[src/rtl/serial_add_pkg.sv]
// Shared definitions for the bit-serial adder: FSM state encoding and default width.
package serial_add_pkg;

  localparam int unsigned DEFAULT_WIDTH = 8;

  typedef enum logic [1:0] {
    IDLE = 2'd0,
    RUN  = 2'd1,
    DONE = 2'd2
  } state_t;

endpackage

[src/rtl/fa_cell.sv]
// Combinational 1-bit full adder used as the single arithmetic cell of the serial adder.
module fa_cell (
  input  logic a,
  input  logic b,
  input  logic cin,
  output logic sum,
  output logic carry
);

  assign sum   = a ^ b ^ cin;
  assign carry = (a & b) | (a & cin) | (b & cin);

endmodule

[src/rtl/serial_add_ctrl.sv]
// Bit-serial adder controller: computes a+b+cin LSB first, one bit per clock, through one
// full-adder cell and a carry register; sum/cout are published only when a result completes.
module serial_add_ctrl
  import serial_add_pkg::*;
#(
  parameter int unsigned WIDTH = DEFAULT_WIDTH
) (
  input  logic             clk,
  input  logic             rst_n,
  input  logic             start,
  input  logic             abort,
  input  logic [WIDTH-1:0] a,
  input  logic [WIDTH-1:0] b,
  input  logic             cin,
  output logic             busy,
  output logic             done,
  output logic [WIDTH-1:0] sum,
  output logic             cout
);

  localparam int unsigned CW = $clog2(WIDTH) + 1;
  localparam logic [CW-1:0] LAST = CW'(WIDTH - 1);

  state_t           state_q, state_d;
  logic [WIDTH-1:0] a_sh_q, b_sh_q;
  logic [WIDTH-2:0] sum_sh_q;
  logic             carry_q;
  logic [CW-1:0]    cnt_q;
  logic [WIDTH-1:0] sum_q;
  logic             cout_q;

  logic             fa_sum, fa_carry;
  logic [WIDTH-1:0] sum_next;

  fa_cell u_fa (
    .a     (a_sh_q[0]),
    .b     (b_sh_q[0]),
    .cin   (carry_q),
    .sum   (fa_sum),
    .carry (fa_carry)
  );

  // New result bit enters at the MSB; after the last bit this is the complete sum.
  assign sum_next = {fa_sum, sum_sh_q};

  always_comb begin
    state_d = state_q;
    case (state_q)
      IDLE:    if (start) state_d = RUN;
      RUN: begin
        if (abort)              state_d = IDLE;
        else if (cnt_q == LAST) state_d = DONE;
      end
      DONE:    state_d = IDLE;
      default: state_d = IDLE;
    endcase
  end

  always_ff @(posedge clk or negedge rst_n) begin
    if (!rst_n) begin
      state_q  <= IDLE;
      a_sh_q   <= '0;
      b_sh_q   <= '0;
      sum_sh_q <= '0;
      carry_q  <= 1'b0;
      cnt_q    <= '0;
      sum_q    <= '0;
      cout_q   <= 1'b0;
    end else begin
      state_q <= state_d;
      case (state_q)
        IDLE: begin
          if (start) begin
            a_sh_q  <= a;
            b_sh_q  <= b;
            carry_q <= cin;
            cnt_q   <= '0;
          end
        end
        RUN: begin
          if (!abort) begin
            a_sh_q   <= a_sh_q >> 1;
            b_sh_q   <= b_sh_q >> 1;
            carry_q  <= fa_carry;
            sum_sh_q <= sum_next[WIDTH-1:1];
            cnt_q    <= cnt_q + CW'(1);
            if (cnt_q == LAST) begin
              sum_q  <= sum_next;
              cout_q <= fa_carry;
            end
          end
        end
        default: ;
      endcase
    end
  end

  assign busy = (state_q == RUN);
  assign done = (state_q == DONE);
  assign sum  = sum_q;
  assign cout = cout_q;

endmodule

[config.mk]
export PLATFORM = sky130hd
export DESIGN_NAME = serial_add_ctrl
export DESIGN_NICKNAME = d
export VERILOG_FILES = /design/src/rtl/serial_add_pkg.sv /design/src/rtl/fa_cell.sv /design/src/rtl/serial_add_ctrl.sv
export SDC_FILE = /design/constraint.sdc
export NUM_CORES = 1
export LEC_CHECK = 0
export ABC_AREA = 1
export CORE_MARGIN = 2
export CORE_UTILIZATION = 55
export CTS_CLUSTER_DIAMETER = 50
export DETAILED_ROUTE_END_ITERATION = 10
export GPL_ROUTABILITY_DRIVEN = 0
export PLACE_DENSITY = 0.94
export SETUP_SLACK_MARGIN = 0.5
export SLEW_MARGIN = 0
export SYNTH_ARGS = -nofsm -noshare
export SYNTH_HDL_FRONTEND = slang
export SYNTH_SLANG_ARGS = --single-unit
export TNS_END_PERCENT = 1
[constraint.sdc]
create_clock -name clk -period 3.2 [get_ports clk]
set_clock_uncertainty 0.1 [all_clocks]
set_input_delay 0.64 -clock clk [delete_from_list [all_inputs] [get_ports clk]]
set_output_delay 0.64 -clock clk [all_outputs]
set_load 0.005 [all_outputs]
# --- After elaboration in Yosys (flattened, before gate mapping) ---
# Cells that the tools add are included.
totals:
  regBits: 39
  latchBits: 0
  ram_bits: 0
  romBits: 0
  inputBits: 21
  out_inout_bits: 11
  wordCells: 45
  mem_count: 0
op_classes:
  addsub: 1
  mul: 0
  div_mod_pow: 0
  n_lt_le_gt_ge: 0
  n_eq_ne: 6
  shift: 0
  n_mux: 16
  bitwise: 8
  reduce_logical: 6
op_table:
  columns: ["operator", "n"]
  rows:
  - ["8-bit two-way mux", 4]
  - ["8-bit one-hot mux with 2 select lines", 2]
  - ["4-bit two-way mux", 2]
  - ["4-bit one-hot mux with 2 select lines", 1]
  - ["2-bit two-way mux", 3]
  - ["3-bit AND reduction", 2]
  - ["4-bit by 1-bit adder with 4-bit output, second input constant", 1]
  - ["4-bit by 3-bit == test with 1-bit output, second input constant", 1]
  - ["2-bit != test, second input constant", 2]
  - ["2-bit one-hot mux with 2 select lines", 1]
  - ["2-bit AND reduction", 2]
  - ["1-bit AND", 3]
  - ["3-bit by 2-bit != test with 1-bit output, second input constant", 1]
  - ["2-bit by 1-bit == test with 1-bit output, second input constant", 1]
  - ["2-bit == test, second input constant", 1]
  - ["2-bit logical NOT", 1]
  - ["1-bit two-way mux", 2]
  - ["1-bit OR", 2]
  - ["1-bit one-hot mux with 2 select lines", 1]
  - ["2-bit nonzero test", 1]
  - ["1-bit XOR", 2]
  - ["1-bit NOT", 1]

# --- Depth between registers and ports, before layout ---
# Gate-level depths: netlist of the first run.
depth:
  depth_word: 5
  ltp_mapped: 7
  depth_no_buf: 7

# --- Hierarchy ---
# A second synthesis of the first run with hierarchy kept.
hier_totals:
  cells_unflattened: 200
  area_unflattened_um2: 1764.2
by_module_without_submodules:
  columns: ["mod", "instances", "cells_per_inst", "area_each_um2", "seq_area_each_um2"]
  rows:
  - ["serial_add_ctrl", 1, 199, 1744.2, 975.9]
  - ["fa_cell", 1, 1, 20.0, 0.0]

# --- Worst setup path after synthesis of the first run ---
# OpenSTA, ideal clock, no wires.
synth_path:
  path_kind: "reg2out"
  start: "register state_q[1]"
  end: "output port busy"
  t_arrival_ns: 0.785
  t_required_ns: 2.460
  setup_slack_ns: 1.675
  stages_incl_launch_ff: 5
  n_path_buf: 1
  cell_sequence: "dfrtp_1 -> inv_1 -> nand2_2 -> buf_2 -> inv_1"
synth_via:
  elab_chain_cells: 1
synth_lines:
  columns: ["element", "line_no", "rtl"]
  rows:
  - ["from (decl)", "serial_add_ctrl.sv:24", "state_t state_q, state_d;"]
  - ["from (signal assigned)", "serial_add_ctrl.sv:70", "state_q <= state_d;"]
  - ["2-bit by 1-bit == test with 1-bit output", "serial_add_ctrl.sv:98", "assign busy = (state_q == RUN);"]
  - ["to (decl)", "serial_add_ctrl.sv:15", "output logic busy,"]
# No other way between the ends.

# --- Final worst setup path of the first run ---
# Same ends and word-level chain as after synthesis.

==> results of run 1 <==
power breakdown:
group          switching, mW  internal, mW
clock                  0.168        0.0818
sequential            0.0612         0.616
combinational          0.210         0.131
metrics by stage:
stage | worst slack [ps] | instances | cell area [µm²] | util
floorplan | 1670 | 201 | 1770 | -
global placement | 832 | 269 | 2080 | 0.683
detailed placement | 802 | 269 | 2080 | 0.683
CTS | 917 | 277 | 2140 | 0.700
global route | 841 | 277 | 2140 | 0.700
finish | 930 | 277 | 2140 | 0.700
final cells by class:
type	count	area [µm²]
Sequential cell	39	976
Fill cell	233	916
Multi-Input combinational cell	127	639
Timing Repair Buffer	32	313
Inverter	27	101
Tap cell	44	55.1
Clock buffer	5	37.5
Clock inverter	3	15.0
flip-flops by register name, indices dropped and copies added, names as in the netlist:
signal	flops
carry_q	1
cout	1
cnt_q	4
sum	8
sum_sh_q	7
state_q	2
b_sh_q	8
a_sh_q	8
logic make-up (layout without fill, tap and decap cells):
family / after synthesis / after routing / share of synthesized area
flops: 39 / 39 / 0.550
mux: 1 / 1 / 0.00565
compound gates: 47 / 47 / 0.150
fa+ha+maj: 2 / 2 / 0.0183
simple gates: 77 / 77 / 0.187
buf+inv: 35 / 67 / 0.0889
path summary, 6_finish.rpt:
| path | start | to | slack, ps | cells past startpoint |
|---|---|---|---|---|
| max | state_q[1] | busy | 930 | 4 |
| min | rst_n | sum_sh_q[5] | 260 | 1 |
| max reg2reg | state_q[1] | a_sh_q[0] | 1530 | 6 |
| min reg2reg | sum[1] | sum[1] | 400 | 2 |
| max in group asynchronous | rst_n | b_sh_q[5] | 2220 | 1 |
| min in group clk | sum[1] | sum[1] | 400 | 2 |
synth_stat cells:
| cell type | count | share of area |
|---|---|---|
| nand2_4 | 2 | 0.013 |
| dfrtp_1 | 39 | 0.55 |
| nand2_2 | 2 | 0.0071 |
| clkbuf_1 | 1 | 0.0021 |
| o21ai_2 | 8 | 0.040 |
| a21oi_1 | 1 | 0.0028 |
| buf_4 | 2 | 0.0085 |
| buf_2 | 3 | 0.0085 |
| inv_1 | 27 | 0.057 |
| nor2_1 | 6 | 0.013 |
| mux2i_1 | 1 | 0.0056 |
| nand3b_2 | 1 | 0.0064 |
| ha_1 | 1 | 0.0071 |
| nand3_1 | 3 | 0.0085 |
| nor2_4 | 1 | 0.0064 |
| nor3b_1 | 1 | 0.0042 |
| nand2_1 | 61 | 0.13 |
| fa_1 | 1 | 0.011 |
| buf_6 | 2 | 0.013 |
| o21ai_0 | 28 | 0.079 |
| o21ai_1 | 10 | 0.028 |
metal layers:
metal	routed length, µm	global-route usage
met1	1450	0.265
met2	1530	0.300
met3	134	0.0618
met4	68	0.118
met5	0	0
==> results.py, run 1 <==
metrics = {
    "outcome": {
        "outcome": "complete, no violations",
    },
    "worst_setup_path": {
        "critPathSlowestCell": "clkdlybuf4s50_1",
        "crit_path_frequent_cell": "inv_1",
        "timing.critical_path.buf_inv": 3,
        "criticalPathCategory": "reg2out",
        "worstPathCellList": "inv_1 > nand2_2 > inv_1 > clkdlybuf4s50_1",
        "worstPathRequired_ps": 2460,
        "crit_family": "buffers and inverters",
        "worstSetupStartpointType": "register",
        "critical_path.endpoint_type": "output port",
        "critical_path_maximum_fanout": 3,
        "stage_delay_of_the_slowest_cell_on_the_critical_path_ps": 500,
        "critical_path_arrival_ps": 1530,
    },
    "sta": {
        "final_max_slew_viol_count": 0,
        "final.setup.tns_ps": 0,
        "final_hold_viol_count": 0,
        "final_critical_path_required_period_ps": 2270,
        "fin_worst_hold_slack_ps": 256,
        "setup_repair_after_global_routing_missed_its_margin": "false",
        "fmax_mhz": 441,
        "timing.slew.headroom": 0.454,
        "timing.final.crit_share": 0.709,
        "worstMarginPinSlew_ps": 820,
        "final-setup-viol-count": 0,
    },
    "detailed_routing": {
        "post_drt_wl_per_cell_um": 11.5,
        "final_antenna_net_count": 0,
        "avgViaCountPerCell": 4.87,
        "detail_route.first_pass.iterations": 4,
        "drt_drc_violations_left": 0,
        "routed_wl_um": 3190,
        "drt_iter0_drc": 67,
        "dr_total_vias": 1348,
    },
    "yosys": {
        "ys_seq_area_frac": 0.550,
        "yosysUniqueCellTypes": 21,
        "synth_nets": 224,
        "synthesis_warning_total": 0,
        "netlist_area_um2": 1770,
        "netlist_instances": 201,
        "syn_avg_cell_area_um2": 8.82,
        "postSynthRegisterBits": 39,
    },
    "clock_tree": {
        "cts_post_setup_buffers_inserted": 0,
        "path_clk_slew_ps": 120,
        "clock-root-buffer": "clkbuf_4",
        "worst_skew_pair.late_latency_ps": 360,
        "tritoncts": "yes",
        "post_cts_resize_count": 0,
        "total_number_of_h_tree_levels": 2,
        "numCtsBuffers": 5,
        "numClockSinks": 39,
        "ctsLongestPathBuffers": 2,
        "cts.hold.buffers_added": 0,
    },
    "power_and_ir_drop": {
        "irDropWorstVdd_uv": 334,
        "powerDensity_nw_per_um2": 593,
        "p_leak_nw": 1.03,
        "design_power_total_mw": 1.27,
    },
    "floorplanning": {
        "dieArea_um2": 3690,
        "die_height_um": 60.8,
        "number_of_top_level_pins": 32,
        "start_util": 0.581,
        "die_w_um": 60.8,
        "fp.coreArea_um2": 3050,
        "placement_rows": 20,
    },
    "final_layout": {
        "post_route_cells_drive_above_1_share": 0.103,
        "design.final.nets": 255,
        "layout.cells.most_common": "nand2_1",
        "antenna_diode_count": 0,
        "area_growth_pct": 20.5,
        "layout.cells.most_common_list": "61 x nand2_1, 39 x dfrtp_1, 30 x clkdlybuf4s50_1",
    },
    "global_route": {
        "number_of_global_route_vias_before_repair": 1264,
        "global_route_wire_length_before_repair_um": 5350,
        "antenna_found_initial": 0,
        "grt_start_max_net_pins": 40,
        "grt_remaining_overflow": 0,
        "gr-usage-all-layers": 0.203,
    },
    "place": {
        "detailed_place_hpwl_um": 2270,
        "placement.io_buffers": 31,
    },
    "min_path": {
        "hp-class": "in2async",
    },
    "flow_run": {
        "maxCapViolCount": 0,
    },
}
No activity file was read; power rests on OpenSTA's default activity.
==> run 2, diff against run 1 <==
- CORE_UTILIZATION: 55 -> 46
- PLACE_DENSITY: 0.94 -> 0.85
- clock period: 3.2 -> 1.9 ns (I/O delays scaled with it)
==> results.py, run 2 (synthesized netlist as in run 1, its figures left out) <==
metrics = {
    "clock_tree": {
        "path_clk_slew_ps": 70,
        "cts.hold.buffers_added": 0,
        "numCtsBuffers": 5,
        "total_number_of_h_tree_levels": 2,
        "clock-root-buffer": "clkbuf_8",
        "worst_skew_pair.late_latency_ps": 280,
        "numClockSinks": 39,
        "ctsLongestPathBuffers": 2,
        "tritoncts": "yes",
    },
    "worst_setup_path": {
        "criticalPathCategory": "reg2out",
        "critical_path_arrival_ps": 1120,
        "worstSetupStartpointType": "register",
        "critical_path_maximum_fanout": 2,
        "critPathSlowestCell": "clkdlybuf4s50_1",
        "crit_family": "buffers and inverters",
        "critical_path.endpoint_type": "output port",
        "stage_delay_of_the_slowest_cell_on_the_critical_path_ps": 490,
        "worstPathCellList": "clkdlybuf4s50_1",
        "timing.reg2reg.setup_slack_ps": 400,
        "timing.critical_path.buf_inv": 1,
        "worstPathRequired_ps": 1420,
    },
    "final_layout": {
        "area_growth_pct": 27.6,
        "final_cells": 292,
        "design.final.nets": 266,
        "layout.cells.most_common_list": "61 x nand2_1, 39 x dfrtp_1, 28 x o21ai_0",
        "antenna_diode_count": 0,
        "num-fill-cells": 325,
        "post_route_cells_drive_above_1_share": 0.148,
        "layout.cells.most_common": "nand2_1",
    },
    "detailed_routing": {
        "detail_route.first_pass.iterations": 6,
        "drt_drc_violations_left": 0,
        "drt_iter0_drc": 46,
        "final_antenna_net_count": 0,
        "post_drt_wl_per_cell_um": 11.1,
        "dr_total_vias": 1396,
        "routed_wl_um": 3250,
        "avgViaCountPerCell": 4.78,
    },
    "min_path": {
        "hp-class": "in2async",
    },
    "power_and_ir_drop": {
        "powerDensity_nw_per_um2": 999,
        "p_leak_nw": 1.16,
        "design_power_total_mw": 2.26,
        "irDropWorstVdd_uv": 482,
    },
    "sta": {
        "setup_repair_after_global_routing_missed_its_margin": "true",
        "final_critical_path_required_period_ps": 1600,
        "timing.slew.headroom": 0.686,
        "final-setup-viol-count": 0,
        "final.setup.tns_ps": 0,
        "worstMarginPinSlew_ps": 471,
        "timing.final.crit_share": 0.841,
        "final_hold_viol_count": 0,
        "final_critical_path_setup_slack_ps": 302,
        "fmax_mhz": 626,
        "final_max_slew_viol_count": 0,
    },
    "global_route": {
        "antenna_found_initial": 0,
        "number_of_global_route_vias_before_repair": 1285,
        "global_route_wire_length_before_repair_um": 5470,
        "gr-usage-all-layers": 0.170,
        "grt_start_max_net_pins": 40,
        "grt_remaining_overflow": 0,
    },
    "place": {
        "placement.io_buffers": 31,
        "placed_cells": 277,
        "detailed_place_hpwl_um": 2280,
        "place_worst_setup_slack_ps": 195,
    },
    "floorplanning": {
        "die_w_um": 66.1,
        "number_of_top_level_pins": 32,
        "start_util": 0.481,
        "fp.coreArea_um2": 3690,
        "dieArea_um2": 4370,
        "placement_rows": 22,
        "die_height_um": 66.1,
    },
    "flow_run": {
        "maxCapViolCount": 0,
    },
    "outcome": {
        "outcome": "complete, no violations",
    },
}
==> run 2: worst paths after layout <==
check | endpoint | depth (start not counted) | from
max | sum[2] | 1 | sum[2]
min | sum_sh_q[5] | 2 | rst_n
max reg2reg | sum[0] | 8 | state_q[0]
min reg2reg | sum[5] | 2 | sum[5]
max in group asynchronous | b_sh_q[5] | 2 | rst_n
min in group clk | sum[5] | 2 | sum[5]
==> run 2: final cells by class <==
| cell class | instances | area, µm² | share of cell area |
|---|---|---|---|
| flip-flops and latches | 39 | 976 | 0.431 |
| clock inverters | 3 | 15.0 | 0.00664 |
| well taps | 48 | 60.1 | 0.0265 |
| repair buffers | 43 | 402 | 0.178 |
| clock buffers | 5 | 68.8 | 0.0304 |
| multi-input cells | 127 | 639 | 0.283 |
| inverters | 27 | 101 | 0.0448 |
==> run 2: per-stage QoR <==
stage	hold slack, ps	utilization	area (µm²)
floorplan	-15.6	-	1770
global placement	351	0.578	2130
detailed placement	363	0.578	2130
CTS	57.7	0.612	2260
global route	76.7	0.613	2260
finish	43.4	0.613	2260
==> run 2: timing repair <==
action	in CTS	in global routing
resized for setup	10	2
pin swaps	0	0
endpoints found under the setup margin	28	49
setup buffers	7	0
==> run 2: routing by layer <==
metal  vias to the layer above  GRT usage  wire length, µm
li1                        710          -                -
met1                       652      0.213             1480
met2                        30      0.275             1630
met3                         4     0.0358              100
met4                         0     0.0918               48
met5                         -          0                0
==> run 2: power by group <==
part           leakage, nW  internal (mW)  switching [mW]
clock network       0.0477          0.251           0.264
registers            0.512           1.04          0.0976
logic                0.596          0.244           0.363
total                 1.16           1.53           0.724
==> run 3, diff against run 2 <==
- CORE_UTILIZATION: 46 -> 51
- PLACE_DENSITY: 0.85 -> 0.89
- clock period: 1.9 -> 1.55 ns (I/O delays scaled with it)
==> results.py, run 3 (synthesized netlist as in run 1, its figures left out) <==
metrics = {
    "outcome": {
        "outcome": "complete, no violations",
    },
    "clock_tree": {
        "tritoncts": "yes",
        "path_clk_slew_ps": 110,
        "worst_skew_pair.late_latency_ps": 350,
        "numClockSinks": 39,
        "numCtsBuffers": 5,
        "clock-root-buffer": "clkbuf_4",
        "total_number_of_h_tree_levels": 2,
        "ctsLongestPathBuffers": 2,
    },
    "floorplanning": {
        "start_util": 0.531,
        "number_of_top_level_pins": 32,
        "dieArea_um2": 3960,
        "placement_rows": 21,
        "die_w_um": 63.0,
        "die_height_um": 63.0,
        "fp.coreArea_um2": 3340,
    },
    "detailed_routing": {
        "detail_route.first_pass.iterations": 4,
        "drt_drc_violations_left": 0,
        "dr_total_vias": 1451,
        "post_drt_wl_per_cell_um": 12.5,
        "final_antenna_net_count": 0,
        "drt_iter0_drc": 80,
        "routed_wl_um": 3710,
        "avgViaCountPerCell": 4.89,
    },
    "global_route": {
        "grt_remaining_overflow": 0,
        "global_route_wire_length_before_repair_um": 5930,
        "grt_start_max_net_pins": 40,
        "gr-usage-all-layers": 0.197,
        "number_of_global_route_vias_before_repair": 1388,
        "antenna_found_initial": 0,
    },
    "sta": {
        "worstMarginPinSlew_ps": 487,
        "final_critical_path_required_period_ps": 1520,
        "fin_worst_hold_slack_ps": 384,
        "final_hold_viol_count": 0,
        "timing.final.crit_share": 0.978,
        "final.setup.tns_ps": 0,
        "final_critical_path_setup_slack_ps": 33.6,
        "timing.slew.headroom": 0.676,
        "final-setup-viol-count": 0,
        "fmax_mhz": 659,
        "setup_repair_after_global_routing_missed_its_margin": "true",
        "final_max_slew_viol_count": 0,
    },
    "place": {
        "post_dp_cell_area_um2": 2170,
        "place_worst_setup_slack_ps": -57.3,
        "detailed_place_hpwl_um": 2320,
        "placed_cells": 278,
        "placement.io_buffers": 31,
    },
    "power_and_ir_drop": {
        "p_leak_nw": 1.15,
        "irDropWorstVdd_uv": 624,
        "powerDensity_nw_per_um2": 1180,
        "design_power_total_mw": 2.77,
    },
    "final_layout": {
        "layout.cells.most_common": "nand2_1",
        "antenna_diode_count": 0,
        "ff_latch_area_um2": 976,
        "area_growth_pct": 32.3,
        "post_route_standard_cell_area_excluding_fillers_um2": 2340,
        "design.final.nets": 273,
        "post-route-util": 0.703,
        "layout.cells.most_common_list": "54 x nand2_1, 39 x dfrtp_1, 24 x inv_1, 24 x o21ai_0, 19 x clkdlybuf4s50_1",
        "final_cells": 297,
        "num-fill-cells": 241,
        "multi_input_comb_area_um2": 729,
        "post_route_cells_drive_above_1_share": 0.271,
    },
    "worst_setup_path": {
        "critical_path_maximum_fanout": 2,
        "critical_path_arrival_ps": 1110,
        "criticalPathCategory": "reg2out",
        "worstSetupStartpointType": "register",
        "worstPathRequired_ps": 1140,
        "critical_path.endpoint_type": "output port",
    },
    "flow_run": {
        "maxCapViolCount": 0,
    },
    "min_path": {
        "hp-class": "reg2reg",
    },
}
run 3: cell types whose count changed in the layout (fill, tap and decap cells not counted), sizes merged, moves of 2 or more:
cell | before | now
clkdlybuf4s50 | 22 | 19
dlygate4sd2 | 6 | 0
buf | 14 | 22
clkbuf | 5 | 15
clkinv | 3 | 1
run 3: routing by layer:
layer / wire length [µm] / GRT usage
met2: 1880 / 0.307
met3: 128 / 0.0667
met1: 1640 / 0.244
met5: 0 / 0
met4: 55 / 0.0972
run 3: critical path, cell delays in order (launching register included):
cell,delay [ps]
dfrtp_1,410
buf_6,130
nand2_4,70
inv_2,40
buf_2,110
run 3: timing repair:
action / 4_1_cts / 5_1_grt
hold endpoints to repair: 39 / 0
pin swaps: 1 / 3
setup endpoints to repair: 50 / 50
setup buffers: 8 / 2
resized for setup: 23 / 44
hold buffers: 1 / 0
run 3: area by class of cell:
| type | instances | share of cell area |
|---|---|---|
| clock buffer | 7 | 0.0192 |
| clock inverter | 1 | 0.00213 |
| inverter | 27 | 0.0432 |
| multi-input combinational | 127 | 0.311 |
| sequential | 39 | 0.416 |
| tap | 46 | 0.0245 |
| timing repair buffer | 50 | 0.184 |
run 3: where the power goes:
group / switching (mW) / total, mW / internal, mW
Combinational: 0.508 / 0.869 / 0.362
Clock: 0.326 / 0.503 / 0.177
Sequential: 0.126 / 1.40 / 1.27
Total: 0.959 / 2.77 / 1.81
run 3: final timing paths:
path                             start   endpoint  slack [ps]  depth (start not counted)
setup / recovery            state_q[0]       busy          30                          4
hold / removal             sum_sh_q[0]     sum[0]         380                          2
setup reg to reg            state_q[1]       cout          80                          7
hold reg to reg            sum_sh_q[0]     sum[0]         380                          2
max in group asynchronous        rst_n  a_sh_q[5]         580                          3
min in group asynchronous        rst_n     sum[5]         440                          3
